--- config.mk ---
export PLATFORM = sky130hd
export DESIGN_NAME = dvi_i2c_target_flat
export DESIGN_NICKNAME = d
export VERILOG_FILES = /design/src/rtl/dvi_i2c_if.sv /design/src/rtl/dvi_i2c_target.sv /design/src/flat_wrapper.sv
export SDC_FILE = /design/constraint.sdc
export NUM_CORES = 2
export LEC_CHECK = 0
export ABC_AREA = 1
export CORE_MARGIN = 2
export CORE_UTILIZATION = 30
export CTS_CLUSTER_SIZE = 14
export DETAILED_ROUTE_END_ITERATION = 16
export GPL_TIMING_DRIVEN = 1
export RECOVER_POWER = 25
export SLEW_MARGIN = 10
export SYNTH_ARGS = -nofsm -noshare
export SYNTH_HDL_FRONTEND = slang
export SYNTH_SLANG_ARGS = --single-unit
export TNS_END_PERCENT = 20
--- constraint.sdc ---
create_clock -name clk -period 5.85 [get_ports clk]
set_input_delay 0.8775 -clock clk [delete_from_list [all_inputs] [get_ports clk]]
set_output_delay 0.8775 -clock clk [all_outputs]
set_load 0.005 [all_outputs]
--- src/rtl/dvi_i2c_if.sv ---
// Bus bundle between the DVI register-port I2C target and whatever drives its pads.
// reg_we is a valid-only strobe: reg_addr/reg_wdata are meaningful in the cycle it is high, and there is no ready.
interface dvi_i2c_if;
    logic       scl_in;
    logic       sda_in;
    logic       sda_oe;
    logic       reg_we;
    logic [7:0] reg_addr;
    logic [7:0] reg_wdata;
    logic       busy;

    modport slave (
        input  scl_in, sda_in,
        output sda_oe, reg_we, reg_addr, reg_wdata, busy
    );

    modport master (
        output scl_in, sda_in,
        input  sda_oe, reg_we, reg_addr, reg_wdata, busy
    );
endinterface

--- src/rtl/dvi_i2c_target.sv ---
// I2C target standing in for the DVI transmitter register port: 256x8 registers,
// auto-incrementing pointer, and a write strobe per data byte received.
module dvi_i2c_target #(
    parameter logic [6:0] DEV_ADDR = 7'h76,
    parameter int          FILT_LEN = 4
) (
    input  logic       clk,
    input  logic       reset,
    dvi_i2c_if.slave   bus,
    output logic [3:0] dbg_state
);
    localparam int CW = $clog2(FILT_LEN + 1);

    typedef enum logic [3:0] {
        ST_IDLE, ST_DEV_ADDR, ST_DEV_ACK, ST_REG_ADDR, ST_REG_ACK,
        ST_WR_DATA, ST_WR_ACK, ST_RD_DATA, ST_RD_ACK, ST_IGNORE
    } state_t;

    logic [1:0]    scl_sync, sda_sync;
    logic          scl_f, sda_f, scl_d, sda_d;
    logic [CW-1:0] scl_cnt, sda_cnt;
    logic          scl_rise, scl_fall, start_ev, stop_ev;

    state_t     state, state_n;
    logic [3:0] bit_cnt, cnt_n;
    logic [7:0] shreg, sh_n, ptr, ptr_n, rd_byte, rd_n, waddr_n, wdata_n;
    logic       oe_n, busy_n, rw, rw_n, we_n, mem_we;
    logic [7:0] shifted, rd_word;
    logic [7:0] mem [256];

    // Idle-high reset values keep the filter from seeing a phantom edge after reset.
    always_ff @(posedge clk) begin
        if (reset) begin
            scl_sync <= 2'b11;
            sda_sync <= 2'b11;
            scl_f    <= 1'b1;
            sda_f    <= 1'b1;
            scl_d    <= 1'b1;
            sda_d    <= 1'b1;
            scl_cnt  <= '0;
            sda_cnt  <= '0;
        end else begin
            scl_sync <= {scl_sync[0], bus.scl_in};
            sda_sync <= {sda_sync[0], bus.sda_in};
            scl_d    <= scl_f;
            sda_d    <= sda_f;
            if (scl_sync[1] != scl_f) begin
                if (scl_cnt == CW'(FILT_LEN - 1)) begin
                    scl_f   <= scl_sync[1];
                    scl_cnt <= '0;
                end else begin
                    scl_cnt <= scl_cnt + CW'(1);
                end
            end else begin
                scl_cnt <= '0;
            end
            if (sda_sync[1] != sda_f) begin
                if (sda_cnt == CW'(FILT_LEN - 1)) begin
                    sda_f   <= sda_sync[1];
                    sda_cnt <= '0;
                end else begin
                    sda_cnt <= sda_cnt + CW'(1);
                end
            end else begin
                sda_cnt <= '0;
            end
        end
    end

    assign scl_rise  = scl_f & ~scl_d;
    assign scl_fall  = ~scl_f & scl_d;
    assign start_ev  = scl_f & scl_d & sda_d & ~sda_f;
    assign stop_ev   = scl_f & scl_d & ~sda_d & sda_f;
    assign shifted   = {shreg[6:0], sda_f};
    assign rd_word   = mem[ptr];
    assign dbg_state = state;

    always_comb begin
        state_n = state;
        cnt_n   = bit_cnt;
        sh_n    = shreg;
        ptr_n   = ptr;
        rd_n    = rd_byte;
        rw_n    = rw;
        oe_n    = bus.sda_oe;
        busy_n  = bus.busy;
        we_n    = 1'b0;
        waddr_n = bus.reg_addr;
        wdata_n = bus.reg_wdata;
        mem_we  = 1'b0;
        if (start_ev) begin
            state_n = ST_DEV_ADDR;
            cnt_n   = 4'd0;
            oe_n    = 1'b0;
        end else if (stop_ev) begin
            state_n = ST_IDLE;
            oe_n    = 1'b0;
            busy_n  = 1'b0;
        end else begin
            case (state)
                ST_DEV_ADDR, ST_REG_ADDR, ST_WR_DATA: begin
                    if (scl_rise) begin
                        sh_n  = shifted;
                        cnt_n = bit_cnt + 4'd1;
                        if (state == ST_WR_DATA && bit_cnt == 4'd7) begin
                            we_n    = 1'b1;
                            waddr_n = ptr;
                            wdata_n = shifted;
                            mem_we  = 1'b1;
                            ptr_n   = ptr + 8'd1;
                        end
                    end else if (scl_fall && bit_cnt == 4'd8) begin
                        if (state == ST_DEV_ADDR) begin
                            if (shreg[7:1] == DEV_ADDR) begin
                                state_n = ST_DEV_ACK;
                                oe_n    = 1'b1;
                                busy_n  = 1'b1;
                                rw_n    = shreg[0];
                            end else begin
                                state_n = ST_IGNORE;
                                busy_n  = 1'b0;
                            end
                        end else if (state == ST_REG_ADDR) begin
                            ptr_n   = shreg;
                            oe_n    = 1'b1;
                            state_n = ST_REG_ACK;
                        end else begin
                            oe_n    = 1'b1;
                            state_n = ST_WR_ACK;
                        end
                    end
                end
                ST_DEV_ACK: begin
                    if (scl_fall) begin
                        cnt_n = 4'd0;
                        if (rw) begin
                            rd_n    = rd_word;
                            oe_n    = ~rd_word[7];
                            state_n = ST_RD_DATA;
                        end else begin
                            oe_n    = 1'b0;
                            state_n = ST_REG_ADDR;
                        end
                    end
                end
                ST_REG_ACK, ST_WR_ACK: begin
                    if (scl_fall) begin
                        oe_n    = 1'b0;
                        cnt_n   = 4'd0;
                        state_n = ST_WR_DATA;
                    end
                end
                ST_RD_DATA: begin
                    if (scl_rise) begin
                        cnt_n = bit_cnt + 4'd1;
                    end else if (scl_fall) begin
                        if (bit_cnt == 4'd8) begin
                            oe_n    = 1'b0;
                            ptr_n   = ptr + 8'd1;
                            state_n = ST_RD_ACK;
                        end else begin
                            oe_n = ~rd_byte[~bit_cnt[2:0]];
                        end
                    end
                end
                ST_RD_ACK: begin
                    if (scl_rise && sda_f) begin
                        state_n = ST_IGNORE;
                        busy_n  = 1'b0;
                        oe_n    = 1'b0;
                    end else if (scl_fall) begin
                        rd_n    = rd_word;
                        oe_n    = ~rd_word[7];
                        cnt_n   = 4'd0;
                        state_n = ST_RD_DATA;
                    end
                end
                default: ;
            endcase
        end
    end

    always_ff @(posedge clk) begin
        if (reset) begin
            state         <= ST_IDLE;
            bit_cnt       <= 4'd0;
            shreg         <= 8'd0;
            ptr           <= 8'd0;
            rd_byte       <= 8'd0;
            rw            <= 1'b0;
            bus.sda_oe    <= 1'b0;
            bus.busy      <= 1'b0;
            bus.reg_we    <= 1'b0;
            bus.reg_addr  <= 8'd0;
            bus.reg_wdata <= 8'd0;
        end else begin
            state         <= state_n;
            bit_cnt       <= cnt_n;
            shreg         <= sh_n;
            ptr           <= ptr_n;
            rd_byte       <= rd_n;
            rw            <= rw_n;
            bus.sda_oe    <= oe_n;
            bus.busy      <= busy_n;
            bus.reg_we    <= we_n;
            bus.reg_addr  <= waddr_n;
            bus.reg_wdata <= wdata_n;
        end
    end

    // Register contents survive reset.
    always_ff @(posedge clk) begin
        if (mem_we) mem[ptr] <= shifted;
    end
endmodule

--- src/flat_wrapper.sv ---
// flat-port wrapper written by rule: the top's interface ports become plain ports
module dvi_i2c_target_flat 
#(
    parameter logic [6:0] DEV_ADDR = 7'h76,
    parameter int          FILT_LEN = 4
)
  (clk, reset, dbg_state, bus_scl_in, bus_sda_in, bus_sda_oe, bus_reg_we, bus_reg_addr, bus_reg_wdata, bus_busy);
  dvi_i2c_if bus_i ();
  input  logic clk;
  input  logic reset;
  output logic [3:0] dbg_state;
  input wire logic [$bits(bus_i.scl_in)-1:0] bus_scl_in;
  input wire logic [$bits(bus_i.sda_in)-1:0] bus_sda_in;
  output wire logic [$bits(bus_i.sda_oe)-1:0] bus_sda_oe;
  output wire logic [$bits(bus_i.reg_we)-1:0] bus_reg_we;
  output wire logic [$bits(bus_i.reg_addr)-1:0] bus_reg_addr;
  output wire logic [$bits(bus_i.reg_wdata)-1:0] bus_reg_wdata;
  output wire logic [$bits(bus_i.busy)-1:0] bus_busy;
  assign bus_i.scl_in = bus_scl_in;
  assign bus_i.sda_in = bus_sda_in;
  assign bus_sda_oe = bus_i.sda_oe;
  assign bus_reg_we = bus_i.reg_we;
  assign bus_reg_addr = bus_i.reg_addr;
  assign bus_reg_wdata = bus_i.reg_wdata;
  assign bus_busy = bus_i.busy;
  dvi_i2c_target #(.DEV_ADDR(DEV_ADDR), .FILT_LEN(FILT_LEN)) u_core (.clk(clk), .reset(reset), .bus(bus_i), .dbg_state(dbg_state));
endmodule
## After elaboration in Yosys (flattened, before gate mapping)

Memory sizes are Yosys's and may differ from the RTL's. A register that Yosys moved wholly into a read port is not among the register bits.
Index checks and enable logic that the tools add are counted.

- Flip-flop bits (word level): 66
- RAM bits: 2048
- Memories: 1

- Add/subtract/negate cells: 4
- Order comparisons: 1
- Eq/ne operators: 44
- Muxes and demuxes: 65
- Bitwise gates (word level): 19
- Reductions and logical operators: 29

Memories:

| memory | words | width | read ports | clocked after Yosys merged registers in | wr ports | RTL line | RTL |
|---|---|---|---|---|---|---|---|
| u_core.mem | 256 | 8 | 1 | 1 | 1 | dvi_i2c_target.sv:29 | `logic [7:0] mem [256];` |

Operator list:

| kind | number |
|---|---|
| 8-bit two-way mux | 14 |
| 4-bit two-way mux | 14 |
| 8-bit case mux with 2 select lines | 2 |
| 1-bit two-way mux | 28 |
| 9-bit AND reduction | 3 |
| 4-bit by 3-bit == test with 1-bit output (second input constant) | 5 |
| 4-bit by 1-bit inequality test with 1-bit output (second input constant) | 5 |
| 4-bit case mux with 5 select lines | 1 |
| 3-bit by 1-bit inequality test with 1-bit output (second input constant) | 6 |
| 2-bit by 1-bit inequality test with 1-bit output (second input constant) | 8 |
| 3-bit OR reduction | 5 |
| 7-bit AND reduction | 2 |
| 4-bit case mux with 3 select lines | 1 |
| 1-bit inverter | 11 |
| 10-bit AND reduction | 1 |
| 3-bit inequality test (second input constant) | 3 |
| 8-bit by 1-bit adder with 8-bit output (second input constant) | 1 |
| 4-bit by 2-bit == test with 1-bit output (second input constant) | 2 |
| 4-bit == test (second input constant) | 2 |
| 4-bit inequality test (second input constant) | 2 |
| 4-bit AND reduction | 2 |
| 1-bit AND | 7 |
| 7-bit == test (second input constant) | 1 |
| 7-bit nonzero test | 1 |
| other kinds (24) | 35 |

## Logic depth before layout (Yosys ltp)

- Word-level depth: 9
- Depth in mapped cells: 17

## Worst setup path before layout

Ideal clock, no wire load.

- Path kind: register -> register
- Start: reg u_core.sda_f
- End: reg with a tool-made name
- Setup time: 0.139 ns
- Arrival: 5.103 ns
- Required time: 5.711 ns
- Path slack: 0.607 ns
- Cell stages (with the launch flop): 10
- Path through: dfxtp_1 inv_1 nand3_1 nand2_1 nor3_1 nand2_4 clkinv_4 o21ai_0 nand2_1 a21oi_1

RTL lines:

| what | RTL line | RTL |
|---|---|---|
| start, declared | dvi_i2c_target.sv:20 | `logic scl_f, sda_f, scl_d, sda_d;` |
| start signal, assigned | dvi_i2c_target.sv:59 | `sda_f <= sda_sync[1];` |

## Worst setup path in the final report

- Start: reg u_core.sda_f
- End: mem u_core.mem[174][0] (data pin)

RTL lines:

| what | RTL line |
|---|---|
| end, declared | dvi_i2c_target.sv:29 |

Straight into the memory's write port.

==> flow_summary.json <==
{
  "finClkSkew_ns": 0.0372,
  "async_flop_share_pct": 0,
  "cts_sinks": 2122,
  "synth.avg_cell_area_um2": 11.8,
  "vias_per_cell": 5.10,
  "ioPinCount": 27,
  "cpPeakStageDelay_ns": 2.00,
  "clkTransAtPathRegs_ns": 0.06,
  "cp.arrival_ns": 4.88,
  "root_buffer": "clkbuf_16",
  "synth-simple-area-share_pct": 22.8,
  "ys.warnings.count": 0,
  "rows": 197,
  "muxShareOfSynthArea_pct": 0,
  "setup_viol": 0,
  "final_nets": 7194,
  "antenna_found_initial": 7,
  "yosys_register_bits": 2122,
  "post_cts_buffers": 0,
  "drt_iter0_drc": 7353,
  "critPathLaunchType": "register",
  "path_class": "reg2reg",
  "synth_top_family_by_area": "simple AND/OR/NAND/NOR gates",
  "critPathCaptureType": "register",
  "postSynthCellCount": 7365,
  "crit_path_max_fanout": 158,
  "period_share_pct": 78.6,
  "cp_cell_sequence": "clkbuf_4",
  "irDropWorstVdd_v": 0.000364,
  "violations": "max-capacitance violations, max-slew violations",
  "vias": 56770,
  "crit_required_ns": 6.13,
  "io_buffer_count": 26,
  "maxCapViolCount": 10,
  "p_per_area_nw_per_um2": 418,
  "grt_pass1_wl_um": 351000,
  "die_area_um2": 293000,
  "layout-drive-gt1-share_pct": 6.23,
  "hold_buffers": 0,
  "crit_slowest_cell": "clkbuf_4",
  "nFillCells": 28168,
  "grt-ovfl-total": 0,
  "totalWireLength_um": 238000,
  "synth_ff_type": "edfxtp_1",
  "ys_seq_area_share_pct": 72.7,
  "worst_pin_slew_ns": 2.70,
  "synth-adder-area-share_pct": 0.144,
  "core_area_um2": 288000,
  "ys_types": 47,
  "path_delay_family": "buffers and inverters",
  "synth-edff-count": 2048,
  "relSlewSlack_pct": -79.7,
  "tns_ns": 0,
  "final_util_pct": 33.7,
  "htreeDepth": 4,
  "drc": 0,
  "clk_latency_ns": 0.84,
  "clockBufferDepth": 3,
  "numCtsBuffers": 208,
  "seq_area_um2": 63000,
  "status": "complete, but fails checks",
  "place_congestion": 0.852,
  "die_w_um": 541,
  "grt_pass1_vias": 54903,
  "dr.pass1.iters": 6,
  "post-dp-hpwl_um": 129000,
  "slew_viol_final": 768,
  "hp-class": "reg2reg",
  "synth.cell_area_um2": 86600,
  "p_leak_nw": 31.8,
  "wl_per_cell_um": 21.4,
  "clock.fmax_mhz": 218,
  "min_period_ns": 4.60,
  "grt.total_usage_pct": 15.7,
  "synth-xor-area-share_pct": 0.0303,
  "syn-num-nets": 7379,
  "multi_input_area_um2": 20700,
  "synth-compound-area-share_pct": 0.983,
  "ant_nets": 0,
  "cts_resized": 0,
  "grt_max_degree": 227,
  "hold_viol_final": 0,
  "start_util_pct": 30.1,
  "die_y_um": 541,
  "rsz0062_at_grt": "false",
  "synthToLayoutAreaGrowth_pct": 11.8,
  "path_buf_inv": 1,
  "tritoncts": "yes"
}
cell usage after synthesis (7+ instances only):
cell | count | area [um^2]
edfxtp_1 | 2048 | 61500
o21ai_0 | 70 | 350
dfxtp_1 | 74 | 1480
inv_1 | 76 | 285
clkbuf_1 | 86 | 323
o22ai_1 | 7 | 43.8
nand2_1 | 2112 | 7930
nand3_1 | 2008 | 10000
nor2_1 | 297 | 1110
buf_6 | 21 | 236
buf_2 | 300 | 1500
buf_1 | 39 | 146
buf_4 | 47 | 353
inv_2 | 9 | 33.8
ha_1 | 10 | 125
a21oi_1 | 64 | 320
nor2_2 | 30 | 188
nand2_4 | 13 | 146
layer usage:
| layer | wire length (um) | GRT usage (%) |
|---|---|---|
| met1 | 99900 | 21.7 |
| met2 | 110000 | 25.2 |
| met3 | 20600 | 2.61 |
| met4 | 6980 | 5.16 |
| met5 | 10 | 0 |
cell type report:
class / instances / share of cell area (%)
multi-input cells: 4660 / 21.4
flip-flops and latches: 2122 / 65.1
diodes: 1 / 0.00259
clock buffers: 257 / 5.65
inverters: 90 / 0.401
repair buffers: 98 / 1.12
well taps: 3781 / 4.89
clock inverters: 126 / 1.45
sequential cells by signal, summed over array words and instances (netlist names), named ones only:
name / count
u_core.rw: 1
u_core.sda_f: 1
u_core.scl_cnt: 3
u_core.scl_d: 1
u_core.dbg_state: 4
u_core.sda_cnt: 3
u_core.ptr: 8
u_core.bus.reg_wdata: 8
u_core.mem: 2048
u_core.shreg: 8
u_core.bus.reg_addr: 8
u_core.bus.busy: 1
u_core.scl_f: 1
u_core.bit_cnt: 4
u_core.bus.sda_oe: 1
u_core.bus.reg_we: 1
u_core.sda_sync: 2
u_core.rd_byte: 8
u_core.sda_d: 1
u_core.scl_sync: 2
metrics by stage:
step / hold slack, ns / power (mW) / area (um^2) / worst slack [ns] / std cells
floorplan: 0.389 / 23.9 / 86600 / 0.607 / 7365
global placement: 0.395 / 27.1 / 90000 / 2.26 / 10751
detailed placement: 0.399 / 27.1 / 90000 / 2.20 / 10751
CTS: 0.413 / 40.5 / 96900 / 2.19 / 11134
global route: 0.426 / 42.1 / 96800 / 1.03 / 11135
finish: 0.409 / 40.4 / 96800 / 1.25 / 11135
where the power goes:
group | internal [mW] | total (mW) | switching, mW | leakage [nW]
Clock | 7.82 | 13.5 | 5.70 | 3.31
Combinational | 2.72 | 10.3 | 7.54 | 12.5
Sequential | 16.4 | 16.7 | 0.204 | 16.0
cell usage in the layout, fill, tap and decap left out, types with 6 or more instances in the layout:
master and count:
clkbuf_16 210, o21ai_0 70, clkinv_1 46, clkinvlp_4 13
ha_1 10, inv_1 74, inv_2 9, dfxtp_1 66
edfxtp_1 2048, nand2_1 2112, dfxtp_4 6, bufinv_16 27
nor2_1 297, nand2_4 13, buf_12 24, clkinv_2 29
o22ai_1 7, buf_4 40, clkdlybuf4s50_1 25, clkbuf_1 44
nand3_1 2006, nor2_2 30, a21oi_1 64
kinds of logic (layout without fill, tap and decap cells):
| kind of cell | after synthesis | in the layout |
|---|---|---|
| buf+inv | 583 | 571 |
| xor+xnor | 3 | 3 |
| compound gates | 156 | 156 |
| simple gates | 4491 | 4491 |
| fa+ha+maj | 10 | 10 |
| flops | 2122 | 2122 |
| other cells | 0 | 1 |
path summary, 6_finish.rpt:
check	start	end	slack, ns	cells after the start
max	u_core.sda_f$_SDFFE_PP1P_	u_core.mem[174][0]$_DFFE_PP_	1.25	1
min	u_core.sda_sync[0]$_SDFF_PP1_	u_core.sda_sync[1]$_SDFF_PP1_	0.41	1
max reg2reg	u_core.sda_f$_SDFFE_PP1P_	u_core.mem[174][0]$_DFFE_PP_	1.25	1
min reg2reg	u_core.sda_sync[0]$_SDFF_PP1_	u_core.sda_sync[1]$_SDFF_PP1_	0.41	1
(Power assumes the default switching activity.)
